File: config.mk
export PLATFORM = sky130hd
export DESIGN_NAME = mem_store_rmw
export DESIGN_NICKNAME = d
export VERILOG_FILES = /design/src/rtl/mem_store_rmw_pkg.sv /design/src/rtl/mem_store_rmw_byte_merge.sv /design/src/rtl/mem_store_rmw.sv
export SDC_FILE = /design/constraint.sdc
export NUM_CORES = 1
export LEC_CHECK = 0
export ABC_AREA = 1
export BUFFER_PORTS_ARGS = -buffer_cell sky130_fd_sc_hd__buf_2
export CORE_MARGIN = 1
export CORE_UTILIZATION = 50
export CTS_CLUSTER_DIAMETER = 80
export CTS_CLUSTER_SIZE = 12
export DETAILED_ROUTE_END_ITERATION = 16
export PLACE_DENSITY_LB_ADDON = 0.25
export SLEW_MARGIN = 10
export SYNTH_ARGS = -nofsm -noshare
export SYNTH_HDL_FRONTEND = slang
export SYNTH_HIERARCHICAL = 1
export SYNTH_SLANG_ARGS = --single-unit
File: constraint.sdc
create_clock -name clk -period 2.7 [get_ports clk]
set_clock_uncertainty 0.15 [all_clocks]
set_input_delay 0.405 -clock clk [delete_from_list [all_inputs] [get_ports clk]]
set_output_delay 0.405 -clock clk [all_outputs]
set_load 0.05 [all_outputs]
File: src/rtl/mem_store_rmw_pkg.sv
// Purpose : shared store/load-side definitions: FSM states and size encodings.
// Latency : n/a (types and constants only).
// Backpressure: n/a.
// Contents: state_t (IDLE/READ/WRITE), SZ_WORD/SZ_BYTE size codes, BYTE_W.
package mem_store_rmw_pkg;

  typedef enum logic [1:0] {
    IDLE  = 2'd0,
    READ  = 2'd1,
    WRITE = 2'd2
  } state_t;

  // Store/load size encoding as carried on StSrc.
  localparam logic SZ_WORD = 1'b0;
  localparam logic SZ_BYTE = 1'b1;

  localparam int BYTE_W = 8;

endpackage

File: src/rtl/mem_store_rmw_byte_merge.sv
// Purpose : insert one byte into a word at a little-endian lane index.
// Latency : combinational, zero cycles.
// Backpressure: none (pure function of inputs).
// Ports   : i_word (original word), i_lane (byte lane, 0 = bits 7:0),
//           i_byte (replacement byte), o_word (merged word).
module byte_merge
  import mem_store_rmw_pkg::*;
#(
  parameter int DATA_WIDTH = 32
) (
  input  logic [DATA_WIDTH-1:0] i_word,
  input  logic [1:0]            i_lane,
  input  logic [BYTE_W-1:0]     i_byte,
  output logic [DATA_WIDTH-1:0] o_word
);

  always_comb begin
    o_word = i_word;
    o_word[{i_lane, 3'b000} +: BYTE_W] = i_byte;
  end

endmodule

File: src/rtl/mem_store_rmw.sv
// Purpose : store unit; SW writes directly, SB does read-modify-write of the word.
// Latency : SW aligned zero added cycles; SB occupies 3 cycles (accept, READ, WRITE).
// Backpressure: Stall high for the accept and READ cycles of an SB; inputs held by pipeline.
// Ports   : clk/rst (sync active-high); WE/StSrc/A/WD store request; Stall to pipeline;
//           mem_addr/mem_re/mem_rd/mem_we/mem_wd word memory port; misalign sticky SW error.
module mem_store_rmw
  import mem_store_rmw_pkg::*;
#(
  parameter int DATA_WIDTH = 32
) (
  input  logic                  clk,
  input  logic                  rst,
  input  logic                  WE,
  input  logic                  StSrc,
  input  logic [DATA_WIDTH-1:0] A,
  input  logic [DATA_WIDTH-1:0] WD,
  output logic                  Stall,
  output logic [DATA_WIDTH-1:0] mem_addr,
  output logic                  mem_re,
  input  logic [DATA_WIDTH-1:0] mem_rd,
  output logic                  mem_we,
  output logic [DATA_WIDTH-1:0] mem_wd,
  output logic                  misalign
);

  state_t                  r_state;
  state_t                  w_state_nxt;
  logic [DATA_WIDTH-1:0]   r_addr;      // full byte address of the SB in flight
  logic [BYTE_W-1:0]       r_byte;
  logic                    r_done;      // an SB just completed its WRITE
  logic                    r_misalign;
  logic                    w_accept_sb;
  logic                    w_set_mis;
  logic                    w_same_req;
  logic [DATA_WIDTH-1:0]   w_merged;

  byte_merge #(.DATA_WIDTH(DATA_WIDTH)) u_byte_merge (
    .i_word (mem_rd),
    .i_lane (r_addr[1:0]),
    .i_byte (r_byte),
    .o_word (w_merged)
  );

  // The pipeline may still present the completed SB in the cycle after WRITE;
  // that is the same store and must not be replayed.
  assign w_same_req = r_done && (StSrc == SZ_BYTE) && (A == r_addr);

  assign misalign = r_misalign;

  always_comb begin
    w_state_nxt = r_state;
    Stall       = 1'b0;
    mem_re      = 1'b0;
    mem_we      = 1'b0;
    mem_wd      = '0;
    mem_addr    = {A[DATA_WIDTH-1:2], 2'b00};
    w_accept_sb = 1'b0;
    w_set_mis   = 1'b0;

    unique case (r_state)
      IDLE: begin
        if (WE && !w_same_req) begin
          if (StSrc == SZ_WORD) begin
            if (A[1:0] == 2'b00) begin
              mem_we = 1'b1;
              mem_wd = WD;
            end else begin
              w_set_mis = 1'b1;
            end
          end else begin
            w_accept_sb = 1'b1;
            mem_re      = 1'b1;
            Stall       = 1'b1;
            w_state_nxt = READ;
          end
        end
      end
      READ: begin
        Stall       = 1'b1;
        mem_addr    = {r_addr[DATA_WIDTH-1:2], 2'b00};
        w_state_nxt = WRITE;
      end
      WRITE: begin
        mem_addr    = {r_addr[DATA_WIDTH-1:2], 2'b00};
        mem_we      = 1'b1;
        mem_wd      = w_merged;
        w_state_nxt = IDLE;
      end
      default: begin
        w_state_nxt = IDLE;
      end
    endcase

    // Reset is sampled this edge: abort whatever is in flight and keep the
    // memory port quiet so a half-done SB can never write.
    if (rst) begin
      w_state_nxt = IDLE;
      Stall       = 1'b0;
      mem_re      = 1'b0;
      mem_we      = 1'b0;
      mem_wd      = '0;
      w_accept_sb = 1'b0;
      w_set_mis   = 1'b0;
    end
  end

  always_ff @(posedge clk) begin
    if (rst) begin
      r_state    <= IDLE;
      r_addr     <= '0;
      r_byte     <= '0;
      r_done     <= 1'b0;
      r_misalign <= 1'b0;
    end else begin
      r_state <= w_state_nxt;
      if (w_accept_sb) begin
        r_addr <= A;
        r_byte <= WD[BYTE_W-1:0];
      end
      if (w_set_mis) begin
        r_misalign <= 1'b1;
      end
      // Suppression lasts exactly one IDLE cycle after WRITE.
      if (r_state == WRITE) begin
        r_done <= 1'b1;
      end else if (r_state == IDLE) begin
        r_done <= 1'b0;
      end
    end
  end

endmodule

# Word-level counts from Yosys, hierarchy flattened
# Cells that the tools add are included.
# W data, S select, Z words.
[op_classes]
mux = 28
shifts = 2
eq_ne = 5
addsub = 1
n_reduce_logical = 9
[op_table]
columns = ["op", "count"]
rows = [
  ["$mux W32", 5],
  ["$pmux W32 S2", 1],
  ["$bwmux W32", 1],
  ["$eq A32 B32 Y1", 1],
  ["$shift A8 B7 Y32 const A", 1],
  ["$shiftx A8 B7 Y32", 1],
  ["$mux W1", 16],
  ["$neg A5 Y7", 1],
  ["$logic_not A2 Y1", 2],
  ["$mux W2", 2],
  ["$ne A2 B2 Y1 const B", 2],
  ["$pmux W1 S2", 2],
  ["$pmux W2 S2", 1],
  ["$logic_and A1 B1 Y1", 3],
  ["$eq A2 B1 Y1 const B", 1],
  ["$eq A2 B2 Y1 const B", 1],
  ["$reduce_and A2 Y1", 1],
  ["$reduce_bool A2 Y1", 1],
  ["$reduce_or A2 Y1", 1],
  ["$logic_not A1 Y1", 1],
]
[totals]
wordCells = 50
ff_bits = 44

# Longest topological paths before layout
[logic_depth]
depth_word = 7
depth_mapped = 14
mapped_depth_nobuf = 14

# Hierarchy
# Netlist, hierarchy kept.
[by_module_without_submodules]
columns = ["mod", "cells_each", "n_inst", "area_per_inst_um2"]
rows = [
  ["mem_store_rmw", 694, 1, 3629.7],
  ["byte_merge", 142, 1, 641.9],
]

# Worst setup path after synthesis
# No wires, ideal clock.
[synth_timing]
kind = "reg2out"
from = "register r_addr[0]"
to = "output port mem_wd[1]"
path_slack_ps = -18
path_buffers = 0
t_arrival_ps = 2163
path_stages_with_launch = 8
path_cell_list = "dfxtp_1 -> inv_2 -> ha_1 -> nor2_2 -> nand4_1 -> nand2_1 -> nand2_1 -> a21oi_1"
[synth_between]
word_cells_on_any_way = 11
cone_classes = "add/sub (1); eq/ne (1); shift (2); mux (4); reduce/logical (3)"
[synth_rtl]
columns = ["item", "line_no", "rtl"]
rows = [
  ["from (decl)", "mem_store_rmw.sv:28", "logic [DATA_WIDTH-1:0] r_addr;"],
  ["from (signal assigned)", "mem_store_rmw.sv:110", "r_addr <= '0;"],
  ["from (signal assigned)", "mem_store_rmw.sv:117", "r_addr <= A;"],
  ["$neg A5 Y7 *", "mem_store_rmw_byte_merge.sv:19", "o_word[{i_lane, 3'b000} +: BYTE_W] = i_byte;"],
  ["$shiftx A8 B7 Y32 or $shift A8 B7 Y32 (tied branches)", "mem_store_rmw_byte_merge.sv:19", ""],
  ["$bwmux W32 *", "mem_store_rmw_byte_merge.sv:19", ""],
  ["via w_merged[1]", "mem_store_rmw.sv:35", "logic [DATA_WIDTH-1:0] w_merged;"],
  ["$pmux W32 S2 *", "mem_store_rmw.sv:60", "unique case (r_state)"],
  ["$mux W32 *", "mem_store_rmw.sv:96", "if (rst) begin"],
  ["to (decl)", "mem_store_rmw.sv:22", "output logic [DATA_WIDTH-1:0] mem_wd,"],
]
# The timed path passes the listed nets; every way through them passes the cells marked *.

# Final worst setup path
[layout_timing]
from = "register r_addr[0]"
to = "output port mem_wd[4]"
[layout_between]
elab_chain_cells = 7
word_cells_on_any_way = 11
cone_classes = "add/sub (1); eq/ne (1); shift (2); mux (4); reduce/logical (3)"
[layout_lines]
columns = ["item", "line_no"]
rows = [
  ["parallel branches: the longest is 5 deep, another holds $neg A5 Y7", "-"],
  ["$pmux W32 S2 *", "mem_store_rmw.sv:60"],
  ["$mux W32 *", "mem_store_rmw.sv:96"],
]
# Mark *: on every way between the ends.

==> parameters.txt <==
Parameter                              Value

STA
  Period utilisation layout ... 96.3%
  Total negative slack ... 0 ns
  Max frequency ... 384 MHz
  Max Transition Viols Final ... 0
  Post-layout min period ... 2.60 ns
  Final Hold Violating Endpoints ... 0
  Post-route setup slack ... 0.0991 ns
  Count of endpoints failing setup in the final report ... 0

Final layout
  Area growth, synth to finish ... 31.2%
  # nets final ... 1090
  Summed area of non-filler cells in the final layout ... 5600 um^2
  Share of post-route cells with drive strength above 1 ... 25.2%
  Most common cell after layout, fill and taps aside ... nand2_1
  Most frequent cells in the layout ... nand2_1, buf_2, nor2_1
  Count of inserted antenna diode cells ... 0

Worst setup path
  Slowest stage cell on the critical path ... dfxtp_2
  Delay contributed by the slowest stage of the critical path ... 0.35 ns
  Kind of end point of the critical path ... output pin
  Worst r2r dst ... r_addr[31]
  Reg2reg setup slack ... 0.64 ns
  Kind of start point of the critical path ... register
  CP Cell Sequence ... inv_1 -> nand2_1 -> o21ai_1 -> nor2_1 -> nand3_1 -> inv_1 -> nand2_2 -> nor2_2 -> nor2_4 -> buf_12 -> nand3_1 -> a21oi_2 -> buf_4
  Depth of the most critical reg-to-reg path ... 14
  Number of buffers and inverters on the critical path ... 4
  Number of logic stages on the critical path including buffering ... 13
  Arrival time at the worst endpoint ... 2.05 ns
  Reg-to-reg critical path startpoint ... r_addr[28]
  Required @ worst endpoint ... 2.14 ns
  Kind of cell adding the most delay to the critical path ... simple AND/OR/NAND/NOR gates
  Startpoint-to-endpoint class of the critical path ... reg -> out
  Critical-path maximum fanout ... 20

Clock network
  CTS tree ... yes
  Post-CTS clock slew at the launch and capture registers of the worst setup and hold paths ... 0.09 ns
  Number of hold buffers added after CTS ... 0
  CTS H-tree lvls ... 2
  Insertion delay of the later-clocked pin in the worst-skew pair ... 0.30 ns
  Clock root buffer ... clkbuf_8
  CTS max path bufs ... 2
  Number of sinks driven by the clock tree ... 44
  TritonCTS buffer count ... 5

Detailed routing
  Total via count after detailed routing ... 5299
  DRC violation count after routing ... 0
  Post-DRT Antenna Nets ... 0
  Detailed Route Iter0 Violations ... 294
  Detail-routed via count per cell ... 4.87
  Avg WL per Cell ... 11.6 um
  Final routed wirelength across all metal layers ... 12.6 mm
  Number of detailed-route iterations in the first pass ... 5

Placement
  Pre-CTS setup slack ... 0.177 ns
  Placed wire-length estimate after detailed placement ... 9.09 mm
  Last weighted congestion value of the routability-driven placer ... 0.879
  DP Area ... 5220 um^2
  Buffers on Ports ... 165

Job
  Maxcap violations ... 0

Floorplan
  Total core area ... 8260 um^2
  Floorplan die area ... 8920 um^2
  Top Ports ... 168
  Chip Height ... 94.4 um
  Number of placement rows ... 33
  Die Wd ... 94.4 um
  Initial cell density of the core ... 51.7%

Worst hold path
  Hold Path Cell Cnt ... 3
  Worst Min Path Start ... A[5]
  Sink of the worst hold path ... r_addr[5]
  Min-delay worst type ... in -> reg

Power
  Peak supply drop ... 423 uV
  Power density over the cells ... 493 nW/um^2
  Pleak ... 3.06 nW
  Overall power consumption ... 2.76 mW

Global routing
  All-Layer GR Usage ... 26.6%
  Number of antenna violations at the first check in global routing ... 1
  Via count of the first global-routing pass ... 4390
  Pin count of the biggest net entering global routing ... 45
  Remaining global-route overflow ... 0
  Global-route wire length before repair ... 19.3 mm

Yosys
  Synthesized instance count ... 836
  Register area share after synthesis ... 20.6%
  Avg Cell Area, Syn ... 5.11 um^2
  Synth cell types ... 28
  Synthesis-stage register bit count ... 44
  Count of synthesis-stage warnings from yosys ... 6
  Area of the mapped netlist ... 4270 um^2

Outcome
  Status ... completed
cells by family after synthesis:
kind of cell	count (synthesis)	synth area share (%)
adders and majority gates	8	2.34
AOI/OAI and AO/OA	77	9.20
buffers and inverters	154	15.2
xor gates and xnor gates	2	0.410
other	1	0.0878
and+or+nand+nor	550	52.1
DFF	44	20.6
worst max path at each step:
| stage | slack [ns] | endpoint | startpoint |
|---|---|---|---|
| 2_1_floorplan | 0.001 | mem_wd[30] | r_addr[0] |
| 3_3_place_gp | 0.19 | mem_wd[29] | A[1] |
| 3_5_place_dp | 0.18 | mem_wd[29] | A[1] |
| 4_1_cts | 0.0009 | mem_wd[26] | r_addr[1] |
| 5_1_grt | -0.07 | mem_wd[4] | r_addr[0] |
| 6_report | 0.1 | mem_wd[4] | r_addr[0] |
cell usage after synthesis:
| cell | n | share of area, % |
|---|---|---|
| a21boi_0 | 1 | 0.18 |
| a21oi_1 | 39 | 4.6 |
| a21oi_2 | 1 | 0.21 |
| buf_1 | 7 | 0.62 |
| buf_2 | 5 | 0.59 |
| buf_4 | 4 | 0.70 |
| buf_6 | 6 | 1.6 |
| clkbuf_1 | 24 | 2.1 |
| conb_1 | 1 | 0.088 |
| dfxtp_1 | 44 | 21 |
| ha_1 | 8 | 2.3 |
| inv_1 | 103 | 9.1 |
| inv_2 | 4 | 0.35 |
| inv_6 | 1 | 0.21 |
| nand2_1 | 338 | 30 |
| nand2_2 | 3 | 0.44 |
| nand3_1 | 47 | 5.5 |
| nand4_1 | 16 | 2.3 |
| nand4_2 | 1 | 0.29 |
| nand4_4 | 1 | 0.50 |
| nor2_1 | 135 | 12 |
| nor2_2 | 5 | 0.73 |
| nor2_4 | 2 | 0.53 |
| nor3_1 | 2 | 0.23 |
| o21ai_0 | 34 | 4.0 |
| o21ai_1 | 1 | 0.12 |
| o22ai_1 | 1 | 0.15 |
| xor2_1 | 2 | 0.41 |
routing by layer:
metal,share of wire (%),global-route usage [%]
met1,44,33.7
met2,46,46.1
met3,8.0,5.07
met4,1.6,6.28
met5,0.10,0
through the flow:
stage	cells	hold slack (ns)	util, %
floorplan	837	0.291	-
global placement	1078	0.287	63.2
detailed placement	1078	0.293	63.2
CTS	1086	0.184	64.8
global route	1088	0.199	67.8
finish	1088	0.195	67.8
registers in the layout, indices dropped and copies added (netlist names):
name,flops
r_state,2
r_addr,32
r_done,1
misalign,1
r_byte,8
power breakdown:
group          internal, mW  switching (mW)
clock                 0.303           0.235
combinational         0.413            1.06
sequential            0.710          0.0443
total                  1.43            1.34
worst reg2reg max path, delay by kind of cell, from the launching register on:
kind,cells,cell delay [ns]
simple gates,12,1.14
flops,1,0.36
buf+inv,2,0.31
final cells by class:
class                      count  area [um^2]
clock buffer                   6         82.6
clock inverter                 2         38.8
timing repair buffer         184         1160
sequential                    44          886
inverter                     108          410
multi-input combinational    639         2900
tap                          105          131
fill                         851         2660
repair_timing:
action | in CTS | in global routing
resized for setup | 4 | 102
setup buffers | 0 | 1
cloned | 0 | 1
setup endpoints to repair | 24 | 35
hold endpoints to repair | 0 | 0
Power figures use the tool's default switching activity.
